[config.mk]
export PLATFORM = sky130hd
export DESIGN_NAME = seq_alu
export DESIGN_NICKNAME = d
export VERILOG_FILES = /design/src/rtl/seq_alu.sv
export SDC_FILE = /design/constraint.sdc
export NUM_CORES = 1
export LEC_CHECK = 0
export ABC_AREA = 1
export ABC_CLOCK_PERIOD_IN_PS = 2900
export BUFFER_PORTS_ARGS = -buffer_cell sky130_fd_sc_hd__buf_2
export CAP_MARGIN = 30
export CORE_MARGIN = 3
export CORE_UTILIZATION = 30
export CTS_CLUSTER_SIZE = 16
export DETAILED_ROUTE_END_ITERATION = 10
export PLACE_DENSITY = 0.54
export RECOVER_POWER = 50
export SYNTH_ARGS = -nofsm -noshare
export SYNTH_HDL_FRONTEND = slang
export SYNTH_SLANG_ARGS = --single-unit
[constraint.sdc]
create_clock -name clk -period 2.9 [get_ports clk]
set_clock_uncertainty 0.2 [all_clocks]
set_input_delay 0.29 -clock clk [delete_from_list [all_inputs] [get_ports clk]]
set_output_delay 0.29 -clock clk [all_outputs]
set_load 0.1 [all_outputs]
[src/rtl/seq_alu.sv]
// Sequential ALU with a valid/ready handshake on both sides. Single-cycle ops
// finish on the accepting edge; op 14 runs a WIDTH-step shift-add multiply.
module seq_alu #(
    parameter int WIDTH  = 16,
    parameter int MUL_EN = 1
) (
    input  logic             clk,
    input  logic             rst_n,
    input  logic             in_valid,
    output logic             in_ready,
    input  logic [3:0]       op,
    input  logic [WIDTH-1:0] x,
    input  logic [WIDTH-1:0] y,
    output logic             out_valid,
    input  logic             out_ready,
    output logic [WIDTH-1:0] result,
    output logic             zero,
    output logic             neg,
    output logic             carry,
    output logic             ovf
);

    localparam int CW = $clog2(WIDTH);
    localparam logic [WIDTH-1:0] ONE = {{(WIDTH-1){1'b0}}, 1'b1};

    typedef enum logic [1:0] {
        IDLE = 2'd0,
        MUL  = 2'd1,
        DONE = 2'd2
    } state_t;

    state_t           state, state_nxt;
    logic             accept;
    logic             is_mul;
    logic             mul_last;
    logic [CW-1:0]    cnt;
    logic [WIDTH-1:0] mcand, mul_hi, mul_lo;
    logic [WIDTH:0]   mul_sum;
    logic [WIDTH-1:0] mul_hi_nxt, mul_lo_nxt;

    logic [WIDTH-1:0] opa, opb, logic_res, alu_res;
    logic             is_sub, is_arith;
    logic [WIDTH:0]   wide;
    logic             alu_c, alu_v;

    assign is_mul   = (MUL_EN != 0) && (op == 4'd14);
    assign mul_last = (cnt == CW'(WIDTH - 1));
    assign accept   = in_valid && in_ready;

    always_ff @(posedge clk or negedge rst_n) begin
        // NOTE: sequential state uses non-blocking assignments so every flop
        // samples pre-edge values regardless of process ordering.
        if (!rst_n) state <= IDLE;
        else        state <= state_nxt;
    end

    always_comb begin
        // NOTE: every output of this block gets a default first; a path that
        // leaves one unassigned would infer a latch.
        state_nxt = state;
        in_ready  = 1'b0;
        out_valid = 1'b0;
        case (state)
            IDLE: begin
                in_ready = rst_n;
                if (in_valid) state_nxt = is_mul ? MUL : DONE;
            end
            MUL: begin
                if (mul_last) state_nxt = DONE;
            end
            DONE: begin
                out_valid = 1'b1;
                in_ready  = out_ready;
                if (out_ready) begin
                    if (in_valid) state_nxt = is_mul ? MUL : DONE;
                    else          state_nxt = IDLE;
                end
            end
            default: state_nxt = IDLE;
        endcase
    end

    // Operand steering: every arithmetic op reduces to a+b or a-b.
    always_comb begin
        opa       = '0;
        opb       = '0;
        is_sub    = 1'b0;
        is_arith  = 1'b0;
        logic_res = '0;
        case (op)
            4'd0:  begin opa = x;  opb = y;   is_arith = 1'b1; end
            4'd1:  begin opa = x;  opb = y;   is_arith = 1'b1; is_sub = 1'b1; end
            4'd2:  begin opa = y;  opb = x;   is_arith = 1'b1; is_sub = 1'b1; end
            4'd3:  begin opa = '0; opb = x;   is_arith = 1'b1; is_sub = 1'b1; end
            4'd4:  begin opa = '0; opb = y;   is_arith = 1'b1; is_sub = 1'b1; end
            4'd5:  logic_res = ~x;
            4'd6:  logic_res = ~y;
            4'd7:  begin opa = x;  opb = ONE; is_arith = 1'b1; end
            4'd8:  begin opa = y;  opb = ONE; is_arith = 1'b1; end
            4'd9:  begin opa = x;  opb = ONE; is_arith = 1'b1; is_sub = 1'b1; end
            4'd10: begin opa = y;  opb = ONE; is_arith = 1'b1; is_sub = 1'b1; end
            4'd11: logic_res = x & y;
            4'd12: logic_res = x | y;
            4'd13: logic_res = x ^ y;
            default: logic_res = '0;
        endcase
    end

    // Bit WIDTH is the carry-out for adds and the borrow (a < b) for subtracts.
    assign wide    = is_sub ? ({1'b0, opa} - {1'b0, opb}) : ({1'b0, opa} + {1'b0, opb});
    assign alu_res = is_arith ? wide[WIDTH-1:0] : logic_res;
    assign alu_c   = is_arith && wide[WIDTH];
    assign alu_v   = is_arith &&
                     ((is_sub ? (opa[WIDTH-1] != opb[WIDTH-1]) : (opa[WIDTH-1] == opb[WIDTH-1])) &&
                      (wide[WIDTH-1] != opa[WIDTH-1]));

    // One shift-add step: conditionally add the multiplicand into the high
    // half, then shift the {carry, high, low} accumulator right by one.
    assign mul_sum    = {1'b0, mul_hi} + (mul_lo[0] ? {1'b0, mcand} : {(WIDTH+1){1'b0}});
    assign mul_hi_nxt = mul_sum[WIDTH:1];
    assign mul_lo_nxt = {mul_sum[0], mul_lo[WIDTH-1:1]};

    always_ff @(posedge clk or negedge rst_n) begin
        if (!rst_n) begin
            result <= '0;
            zero   <= 1'b0;
            neg    <= 1'b0;
            carry  <= 1'b0;
            ovf    <= 1'b0;
            mcand  <= '0;
            mul_hi <= '0;
            mul_lo <= '0;
            cnt    <= '0;
        end else begin
            if (accept) begin
                if (is_mul) begin
                    mcand  <= x;
                    mul_hi <= '0;
                    mul_lo <= y;
                    cnt    <= '0;
                end else begin
                    result <= alu_res;
                    zero   <= (alu_res == '0);
                    neg    <= alu_res[WIDTH-1];
                    carry  <= alu_c;
                    ovf    <= alu_v;
                end
            end
            if (state == MUL) begin
                mul_hi <= mul_hi_nxt;
                mul_lo <= mul_lo_nxt;
                cnt    <= cnt + CW'(1);
                if (mul_last) begin
                    result <= mul_lo_nxt;
                    zero   <= (mul_lo_nxt == '0);
                    neg    <= mul_lo_nxt[WIDTH-1];
                    carry  <= (mul_hi_nxt != '0);
                    ovf    <= 1'b0;
                end
            end
        end
    end

endmodule

== Word-level counts from Yosys, hierarchy flattened ==
Cells that the tools add are included.
Word-level totals
  flip-flop bits (word level): 74
  latch bits: 0
  memory bits (writable): 0
  bits in read-only memories: 0
  bits of input ports: 40
  output and inout port bits: 22
  word-level logic and storage cells: 109
  memories kept: 0
Operators by class
  add/subtract/negate cells: 4
  multiply operators: 0
  divide/modulo/power cells: 0
  magnitude comparators: 0
  eq/ne operators: 23
  shift-type cells: 0
  muxes and demuxes: 46
  bitwise operators: 5
  reduce and logical (&&, ||, !) cells: 21
Operators with widths (count)
  16-bit two-way mux: 12
  16-bit one-hot mux with 5 select lines: 1
  16-bit one-hot mux with 3 select lines: 1
  16-bit by 16-bit adder with 17-bit output: 2
  4-bit equality test, second input constant: 8
  16-bit zero test: 2
  16-bit NOT: 2
  16-bit one-hot mux with 2 select lines: 1
  1-bit two-way mux: 20
  17-bit two-way mux: 1
  16-bit by 16-bit subtractor with 17-bit output: 1
  16-bit bitwise AND: 1
  4-bit by 3-bit equality test with 1-bit output, second input constant: 4
  16-bit bitwise OR: 1
  16-bit nonzero test: 1
  16-bit XOR: 1
  4-bit two-way mux: 3
  2-bit two-way mux: 5
  9-bit OR reduction: 1
  4-bit by 2-bit equality test with 1-bit output, second input constant: 2
  4-bit OR reduction: 2
  2-bit inequality test, second input constant: 3
  2-bit one-hot mux with 3 select lines: 1
  3-bit OR reduction: 2
  15 further kinds: 21

== Logic depth before layout (Yosys ltp) ==
  depth in word-level cells: 12
  gate-level depth with buffers: 30
  depth with buffers taken out: 30

== Worst setup path before layout ==
OpenSTA, ideal clock, no wires.
  path type: input port to flip-flop
  from: in op[3]
  to: reg zero
  library setup time: 66 ps
  arrival: 3178 ps
  data required time: 2634 ps
  slack: -545 ps
  cell stages on the path: 27
  path buffers: 1
  path through: nor2_2 inv_2 nor2_2 buf_6 a21oi_2 o21ai_1 inv_1 ha_1 nand3_2 nor2_4 a21oi_1 xor2_1 inv_1 ha_1 nand2_1 nor3_1 and2_1 nand2_1 nand2_1 nand2_1 nand3_1 nand2_1 inv_1 nand3_1 o21bai_1 nand2_1 nand2_1
Between the ends
  longest elaborated chain between the ends: 11
  elaborated cells between the ends (all ways): 36
  those cells by class: add/sub (2); eq/ne (14); mux (11); reduce/logical (9)
RTL lines
  from (decl): RTL line 11  | input logic [3:0] op,
  4-bit equality test (tied with other cells): RTL line 90  | case (op)
  4-bit OR reduction (no line) (tied with other cells)
  16-bit one-hot mux with 3 select lines / 16-bit one-hot mux with 2 select lines (equally long branches): RTL line 90
  16-bit by 16-bit adder with 17-bit output / 16-bit by 16-bit subtractor with 17-bit output (equally long branches): RTL line 110  | assign wide = is_sub ? ({1'b0, opa} - {1'b0, opb}) : ({1'b0, opa} + {1'b0, opb});
  17-bit two-way mux: RTL line 110
  16-bit two-way mux: RTL line 111  | assign alu_res = is_arith ? wide[WIDTH-1:0] : logic_res;
  16-bit zero test: RTL line 143  | zero <= (alu_res == '0);
  1-bit two-way mux *: RTL line 136  | if (is_mul) begin
  1-bit two-way mux *: RTL line 135  | if (accept) begin
  1-bit two-way mux: RTL line 153  | if (mul_last) begin
  1-bit two-way mux *: RTL line 149  | if (state == MUL) begin
  to (signal assigned): RTL line 143
  to (signal assigned): RTL line 155  | zero <= (mul_lo_nxt == '0);
  to (decl): RTL line 17  | output logic zero,
Mark *: on every way between the ends. The rest lies on a longest branch, timed or not.
A chain may end at the register's enable or synchronous reset.

== Worst setup path after layout ==
  from: in op[2]
  to: reg zero
Same word-level chain as after synthesis.

==> flow_summary.json <==
{
  "status": "finished, violations left",
  "failed_checks": "negative setup slack",
  "h-tree-depth": 3,
  "cts_tree": "done",
  "drcViolationCount": 0,
  "syn_to_final_growth_pct": 43.9,
  "p_per_area_nw_per_um2": 687,
  "rows": 56,
  "worstHoldPathType": "primary input to flop",
  "multi_input_area_um2": 5430,
  "finalSetupViolCount": 11,
  "synth_area_um2": 7270,
  "ir_drop_mv": 0.510,
  "synth_fp_nets": 1204,
  "synth_warnings": 0,
  "r2r_slack_ps": 50,
  "holdWs_ps": 47.6,
  "grt_overflow": 0,
  "fin_cells": 1634,
  "path_delay_family": "simple AND/OR/NAND/NOR gates",
  "synth_area_leaders": "dfrtp_1 (25%), nand2_1 (15%), ha_1 (12%), inv_1 (8.6%), o21ai_0 (6.1%)",
  "final_nets": 1419,
  "critPathArrivalTime_ps": 3270,
  "synth_top_area_share_pct": 25.5,
  "endpoint_kind": "flop",
  "slew_violations": 0,
  "yosys-top-cells-count": "nand2_1 (291), inv_1 (166), o21ai_0 (88)",
  "seqCellArea_um2": 1850,
  "clock-sinks": 74,
  "antenna_found_initial": 0,
  "cts-root-buf": "clkbuf_16",
  "crit_fanout": 7,
  "wl_um": 25700,
  "fin_setup_tns_ps": -2010,
  "rsz0062_at_grt": "true",
  "clk_path_buf_depth": 2,
  "grt_pass1_vias": 7643,
  "ant_nets": 0,
  "grt_pass1_wl_um": 40500,
  "synth-edff-count": 0,
  "synth-seq-cells": 74,
  "die_area_um2": 26100,
  "max_clock_freq_ghz": 0.313,
  "grt_start_max_net_pins": 59,
  "place_hpwl_um": 20300,
  "critPathKind": "primary input to flop",
  "first_pass_iters": 5,
  "power_uw": 7190,
  "synthCells": 1095,
  "critPathRequiredTime_ps": 2980,
  "initial_utilization_pct": 30.8,
  "finalCritPeriodShare_pct": 110,
  "synth.avg_cell_area_um2": 6.64,
  "gp_congestion": 0.938,
  "antenna_cells": 0,
  "clk_pin_slew_ps": 60,
  "max_cap_violations": 0,
  "synth_top_area_cell": "dfrtp_1",
  "synth_ff_type": "dfrtp_1",
  "io_pins": 62,
  "io_buffers": 61,
  "cts_buffers": 9,
  "p_leak_uw": 0.00543,
  "yosysSeqAreaShare_pct": 25.5,
  "slowest_delay_ps": 300,
  "core_area_um2": 23600,
  "nFillCells": 2403,
  "post-place-ws_ps": -760,
  "startpoint_type": "primary input",
  "setup_ws_ps": -291,
  "clk_latency_ps": 340,
  "hold_viol": 0,
  "slowest_stage": "ha_4",
  "via_per_inst": 4.77,
  "crit_top_cell": "nand2_1",
  "placedCellCount": 1590,
  "drive_gt1_share_pct": 34.0,
  "drtIter0Drc": 502,
  "routed-via-count": 7794,
  "die_y_um": 162,
  "layout_min_cycle_time_ps": 3190,
  "yosysMostFrequentCell": "nand2_1",
  "die_w_um": 162,
  "grt_usage_pct": 19.5,
  "slew_headroom_pct": 22.5,
  "ys_async_sr_fraction_pct": 100,
  "path_buf_inv": 8,
  "synth_cell_type_count": 46,
  "worst_slew_pin_slew_ps": 1170,
  "wl_per_cell_um": 15.7
}
[worst register-to-register path, stage by stage, from the launching register on]
cell	delay, ps
dfrtp_1	450
nand2_1	90
inv_1	40
ha_1	200
fa_1	420
nand3_1	90
nand3_1	140
a21o_1	220
xor2_1	180
nand2_1	90
nor3_1	200
buf_4	150
nand3_1	100
nor2_1	140
a21oi_2	40
[cell usage in the layout (no fill, tap or decap), types with 5 or more instances in the layout]
cell type,Yosys,layout
nand2_1,291,231
buf_4,0,153
inv_1,166,152
o21ai_0,88,85
dfrtp_1,74,74
nand3_1,78,61
nor2_1,78,59
ha_1,67,54
buf_2,11,54
nand2_2,4,52
o22ai_1,35,29
a21oi_1,33,21
buf_6,1,19
nor2_4,3,18
nand3_2,3,18
inv_2,10,17
xor2_1,18,17
o211ai_1,14,14
ha_4,0,13
nand2_4,1,12
nor3_1,15,12
a21oi_2,1,11
nor2_2,6,10
o21ai_1,10,9
clkbuf_16,0,9
nand4_1,8,8
nand3b_1,7,7
a22oi_4,6,6
o22ai_2,0,6
a211oi_1,5,5
o2bb2ai_1,5,5
o21bai_1,5,5
buf_12,0,5
[cells by family (layout without fill, tap and decap cells)]
kind of cell / Yosys count / after routing / synth area share (%)
AND/OR/NAND/NOR: 500 / 500 / 29.4
AO/OA/AOI/OAI: 218 / 218 / 18.8
XOR/XNOR: 24 / 24 / 2.89
flip-flops: 74 / 74 / 25.5
adder cells (fa/ha/maj): 69 / 69 / 12.1
buffers and inverters: 210 / 430 / 11.3
[layer usage]
layer	vias up	global-route usage (%)	wire [µm]
met5	-	0	0
met4	0	5.47	592
li1	4010	-	-
met1	3625	25.9	11900
met2	133	33.9	12500
met3	26	1.86	669
[area by class of cell]
cell class | count | area share, %
well taps | 319 | 3.82
clock buffers | 10 | 2.19
clock inverters | 6 | 0.622
flip-flops and latches | 74 | 17.7
inverters | 176 | 6.63
repair buffers | 238 | 17.2
multi-input cells | 811 | 51.9
[stage by stage]
| step | utilization, % | cell area [µm²] |
|---|---|---|
| floorplan | - | 7400 |
| global placement | 38.5 | 9090 |
| detailed placement | 38.6 | 9120 |
| CTS | 41.8 | 9880 |
| global route | 44.3 | 10500 |
| finish | 44.3 | 10500 |
[state kept, by name, indices dropped and copies added (netlist names)]
name    count
carry       1
cnt         4
mcand      16
mul_hi     16
mul_lo     16
neg         1
ovf         1
result     16
state       2
zero        1
[path summary, 6_finish.rpt]
check                           from  cells after the start    endpoint
max                            op[2]                     27        zero
min                        out_ready                      4    state[1]
max reg2reg                mul_lo[0]                     14       carry
min reg2reg                 mcand[3]                      2    mcand[3]
max in group asynchronous      rst_n                      4  mul_lo[13]
min in group asynchronous      rst_n                      3    state[0]
[what timing repair did]
action	in CTS	in global routing
resized for setup	77	138
hold endpoints to repair	16	0
hold buffers	1	0
gates cloned	1	0
buffers inserted	15	15
pin swaps	41	84
endpoints found under the setup margin	19	19
[report_power, final]
part | internal (µW) | total (µW) | switching, µW
Clock | 668 | 1120 | 455
Sequential | 1430 | 1660 | 234
Combinational | 1520 | 4400 | 2880
Note: power is estimated with default switching activity, not from simulation.
